==> src/rtl/ram_bubble_sorter.sv <==
// In-place ascending bubble sort of a single-port RAM with early exit.
// Moore FSM; every output is a register loaded alongside the next state.
module ram_bubble_sorter #(
    parameter int DEPTH  = 32,
    parameter int ADDR_W = 5,
    parameter int DATA_W = 8,
    parameter int CNT_W  = 10
) (
    input  logic              clk,
    input  logic              reset,
    input  logic              start,
    input  logic [DATA_W-1:0] rd_data,
    output logic [ADDR_W-1:0] addr,
    output logic [DATA_W-1:0] wr_data,
    output logic              wren,
    output logic              busy,
    output logic              done,
    output logic [CNT_W-1:0]  swaps
);

    typedef enum logic [2:0] {
        S_IDLE,
        S_RD_A,
        S_RD_B,
        S_CMP,
        S_WR_A,
        S_WR_B,
        S_NEXT,
        S_DONE
    } state_t;

    localparam logic [ADDR_W-1:0] LAST = ADDR_W'(DEPTH - 1);
    localparam logic [ADDR_W-1:0] ONE  = ADDR_W'(1);

    state_t              r_state;
    logic [ADDR_W-1:0]   r_i;
    logic [ADDR_W-1:0]   r_limit;
    logic                r_swapped;
    logic [DATA_W-1:0]   r_a;
    logic [ADDR_W-1:0]   r_addr;
    logic [DATA_W-1:0]   r_wr_data;
    logic                r_wren;
    logic                r_busy;
    logic                r_done;
    logic [CNT_W-1:0]    r_swaps;

    logic [ADDR_W-1:0]   w_i_inc;

    // i+1 never exceeds DEPTH-1, so it always fits in ADDR_W bits.
    assign w_i_inc = r_i + ONE;

    always_ff @(posedge clk) begin
        if (!reset) begin
            r_state   <= S_IDLE;
            r_i       <= '0;
            r_limit   <= LAST;
            r_swapped <= 1'b0;
            r_a       <= '0;
            r_addr    <= '0;
            r_wr_data <= '0;
            r_wren    <= 1'b0;
            r_busy    <= 1'b0;
            r_done    <= 1'b0;
            r_swaps   <= '0;
        end else begin
            case (r_state)
                S_IDLE: begin
                    r_addr <= '0;
                    r_wren <= 1'b0;
                    if (start) begin
                        r_i       <= '0;
                        r_limit   <= LAST;
                        r_swapped <= 1'b0;
                        r_swaps   <= '0;
                        r_busy    <= 1'b1;
                        r_state   <= S_RD_A;
                    end
                end

                S_RD_A: begin
                    r_addr  <= w_i_inc;
                    r_state <= S_RD_B;
                end

                S_RD_B: begin
                    r_a     <= rd_data;
                    r_state <= S_CMP;
                end

                S_CMP: begin
                    // Strict compare: equal neighbours are left untouched.
                    if (r_a > rd_data) begin
                        r_addr    <= r_i;
                        r_wr_data <= rd_data;
                        r_wren    <= 1'b1;
                        r_state   <= S_WR_A;
                    end else begin
                        r_state <= S_NEXT;
                    end
                end

                S_WR_A: begin
                    r_addr    <= w_i_inc;
                    r_wr_data <= r_a;
                    r_wren    <= 1'b1;
                    r_state   <= S_WR_B;
                end

                S_WR_B: begin
                    r_wren    <= 1'b0;
                    r_swapped <= 1'b1;
                    if (r_swaps != {CNT_W{1'b1}}) begin
                        r_swaps <= r_swaps + 1'b1;
                    end
                    r_state <= S_NEXT;
                end

                S_NEXT: begin
                    if (w_i_inc != r_limit) begin
                        r_i     <= w_i_inc;
                        r_addr  <= w_i_inc;
                        r_state <= S_RD_A;
                    end else if (!r_swapped || r_limit == ONE) begin
                        r_addr  <= '0;
                        r_busy  <= 1'b0;
                        r_done  <= 1'b1;
                        r_state <= S_DONE;
                    end else begin
                        // The largest remaining word has settled at limit.
                        r_limit   <= r_limit - ONE;
                        r_i       <= '0;
                        r_swapped <= 1'b0;
                        r_addr    <= '0;
                        r_state   <= S_RD_A;
                    end
                end

                S_DONE: begin
                    r_wren <= 1'b0;
                    if (!start) begin
                        r_done  <= 1'b0;
                        r_state <= S_IDLE;
                    end
                end

                default: begin
                    r_wren  <= 1'b0;
                    r_busy  <= 1'b0;
                    r_done  <= 1'b0;
                    r_state <= S_IDLE;
                end
            endcase
        end
    end

    assign addr    = r_addr;
    assign wr_data = r_wr_data;
    assign wren    = r_wren;
    assign busy    = r_busy;
    assign done    = r_done;
    assign swaps   = r_swaps;

endmodule

==> config.mk <==
export PLATFORM = sky130hd
export DESIGN_NAME = ram_bubble_sorter
export DESIGN_NICKNAME = d
export VERILOG_FILES = /design/src/rtl/ram_bubble_sorter.sv
export SDC_FILE = /design/constraint.sdc
export NUM_CORES = 1
export LEC_CHECK = 0
export CELL_PAD_IN_SITES_DETAIL_PLACEMENT = 1
export CELL_PAD_IN_SITES_GLOBAL_PLACEMENT = 1
export CORE_MARGIN = 1.5
export CORE_UTILIZATION = 46
export CTS_BUF_LIST = sky130_fd_sc_hd__clkbuf_4 sky130_fd_sc_hd__clkbuf_8
export DETAILED_ROUTE_END_ITERATION = 8
export GPL_ROUTABILITY_DRIVEN = 0
export MAX_ROUTING_LAYER = met4
export PLACE_DENSITY_LB_ADDON = 0.1
export SKIP_CTS_REPAIR_TIMING = 1
export SYNTH_ARGS = -nofsm -noshare
export SYNTH_HDL_FRONTEND = slang
export SYNTH_SLANG_ARGS = --single-unit
export TNS_END_PERCENT = 5
==> constraint.sdc <==
create_clock -name clk -period 4.6 [get_ports clk]
set_clock_uncertainty 0.05 [all_clocks]
set_input_delay 0.92 -clock clk [delete_from_list [all_inputs] [get_ports clk]]
set_output_delay 0.92 -clock clk [all_outputs]
set_load 0.03 [all_outputs]
==> metrics.csv <==
metric;value;unit
outcome;finished clean;
area growth from synthesis to layout;18.3;%
Final Hold Violating Endpoints;0;
gate count of the mapped netlist;325;
proportion of layout cells with a drive suffix above 1;7.04;%
Post-Synthesis Net Count;348;
number of sinks driven by the clock tree;48;
top cell type's share of synthesized area;35.5;%
initial core utilization;48.5;%
count of H-tree levels built during CTS;2;
total global routing overflow;0;
routed length per instance;16.8;um
CTS Root Cell;clkbuf_8;
Post-Synthesis Cell Area;0.00271;sq mm
final setup TNS;0;ps
leading cell types by total area after synthesis;dfxtp_1 (36%), nand2_1 (5.7%), ha_1 (5.6%);
clock transition at the register clock pins on the worst setup and hold paths after CTS;100;ps
measured slew at the worst slew-check pin;836;ps
first-iteration detailed-routing DRC count;91;
number of search-and-repair iterations in the first detailed-routing pass;4;
Bufs on Longest Clock Path;2;
leakage;1.17;nW
sequential cell area fraction in the yosys report;35.5;%
fmax;319;MHz
highest net fanout along the worst path;8;
first-pass GRT wire length;12000;um
post-route cell area;0.00320;sq mm
pwr/cell area;279;mW/mm^2
die outline area;0.00635;sq mm
number of rows in the core area;27;
final routed wirelength across all metal layers;7190;um
core region area;0.00557;sq mm
clk_lat worst skew;320;ps
HP Class;register to register;
total number of yosys warnings;0;
IO Port Bufs;36;
register bit total from synthesis;48;
crit path kind;primary input to register;
detailed-route via count;2490;
Max VDD drop;0.212;mV
number of global-route vias before repair;2480;
horizontal die dimension;79.7;um
hpwl dp;5120;um
relative slew slack;43.5;%
global router's overall resource usage;24.8;%
Synth Area per Inst;8.32;sq um
diode insertion count for antenna repair;0;
post-synthesis async set-or-reset flop share;0;%
Num CTS Buffers;5;
minimum clock period after layout;3130;ps
count of endpoints failing setup in the final report;0;
EDFF count, synth;0;
pin count of the biggest net entering global routing;29;
highest-count cells in the layout ignoring fill and taps;dfxtp_1 (48), nand2_1 (41), nor2_1 (37), clkdlybuf4s50_1 (36), a21oi_1 (28);
I/O pins;37;
via density per instance;5.83;
endpoint kind of the worst setup timing path;register;
drc violations;0;
CTS tree;done;
Maximum Capacitance Violations;0;
category of the worst setup path launch point;primary input;
commonest non-fill, non-tap cell in the layout;dfxtp_1;
area leader, netlist;dfxtp_1;
die height;79.7;um
Data required, critical path;4730;ps
post-route antenna net violation count;0;
setup repair after global routing missed its margin;no;
data arrival time of the critical path;3260;ps
cell area after placement;0.00309;sq mm
final clock period utilization by the worst path;68.1;%
number of antenna violations at the first check in global routing;0;
count of unique library cells instantiated by Yosys;55;
number of max-slew violations in the final report;0;
Total Nets Final;377;
most instantiated flip-flop cell in the synthesis netlist;dfxtp_1;
==> cells in the mapped netlist (2+ instances only) <==
cell	count
inv_1	16
xnor2_1	9
a21o_1	4
nor2_1	37
nand2_1	41
nor3_1	13
buf_2	6
dfxtp_1	48
mux2i_1	9
xnor2_2	2
o211ai_1	3
nand2b_1	2
buf_1	4
a41oi_1	3
a211oi_1	10
a31oi_1	4
and3_1	2
nand4_1	5
clkbuf_1	2
and3_4	2
o21a_1	2
o21ai_1	4
nor2b_1	3
clkbuf_2	2
xor2_1	7
ha_1	12
nand3_1	10
a21oi_1	28
or3_1	2
o21ai_0	8
==> area by class of cell <==
type	count	area, sq um
Clock buffer	5	68.8
Sequential cell	48	961
Inverter	17	63.8
Timing Repair Buffer	37	368
Tap cell	72	90.1
Clock inverter	3	42.5
Fill cell	679	2370
Multi-Input combinational cell	245	1610
==> through the flow <==
stage / power [mW] / setup slack, ps / util [%] / cells / hold slack (ps)
2_1_floorplan: 0.537 / 2000 / - / 325 / 400
3_3_place_gp: 0.579 / 1270 / 55.4 / 419 / 412
3_5_place_dp: 0.583 / 1120 / 55.4 / 419 / 415
4_1_cts: 0.897 / 1460 / 57.4 / 427 / 430
5_1_grt: 0.928 / 1300 / 57.4 / 427 / 466
6_report: 0.894 / 1470 / 57.4 / 427 / 422
==> critical path: stages <==
cell             delay, ps
clkdlybuf4s50_1        510
inv_1                   60
ha_1                   290
nor2b_1                130
o211ai_1               110
a21o_1                 210
a2111oi_4              430
buf_4                  280
mux2i_1                220
a211oi_1               100
==> sequential cells by signal, indices dropped and copies added, names as in the netlist <==
name	flops
addr	5
busy	1
done	1
r_a	8
r_i	5
r_limit	5
r_state	3
r_swapped	1
swaps	10
wr_data	8
wren	1
==> worst paths after layout <==
path	startpoint	to	slack, ps	cells after the start
min	addr[3]	addr[3]	420	2
max	rd_data[1]	wr_data[3]	1470	10
max reg2reg	r_i[0]	r_limit[2]	2190	7
min reg2reg	addr[3]	addr[3]	420	2
==> report_power, final <==
group          switching [mW]  leakage, nW  internal [mW]
clock                   0.160       0.0541          0.161
combinational          0.0767        0.723         0.0471
sequential             0.0206        0.389          0.429
==> per-layer routing <==
| metal | wire length (um) | up-vias | GRT usage, % |
|---|---|---|---|
| met4 | 113 | 0 | 7.89 |
| met1 | 3230 | 1224 | 29.6 |
| li1 | - | 1214 | - |
| met3 | 204 | 12 | 3.43 |
| met2 | 3650 | 40 | 43.0 |
| met5 | 0 | - | - |
==> cells by family after synthesis <==
group / Yosys count / share of synthesized area [%]
flip-flops: 48 / 35.5
AO/OA/AOI/OAI: 80 / 20.7
multiplexers: 10 / 3.75
buffers and inverters: 32 / 5.09
AND/OR/NAND/NOR: 124 / 22.2
adder cells (fa/ha/maj): 12 / 5.55
XOR/XNOR: 19 / 7.22
Note: power is estimated with default switching activity, not from simulation.
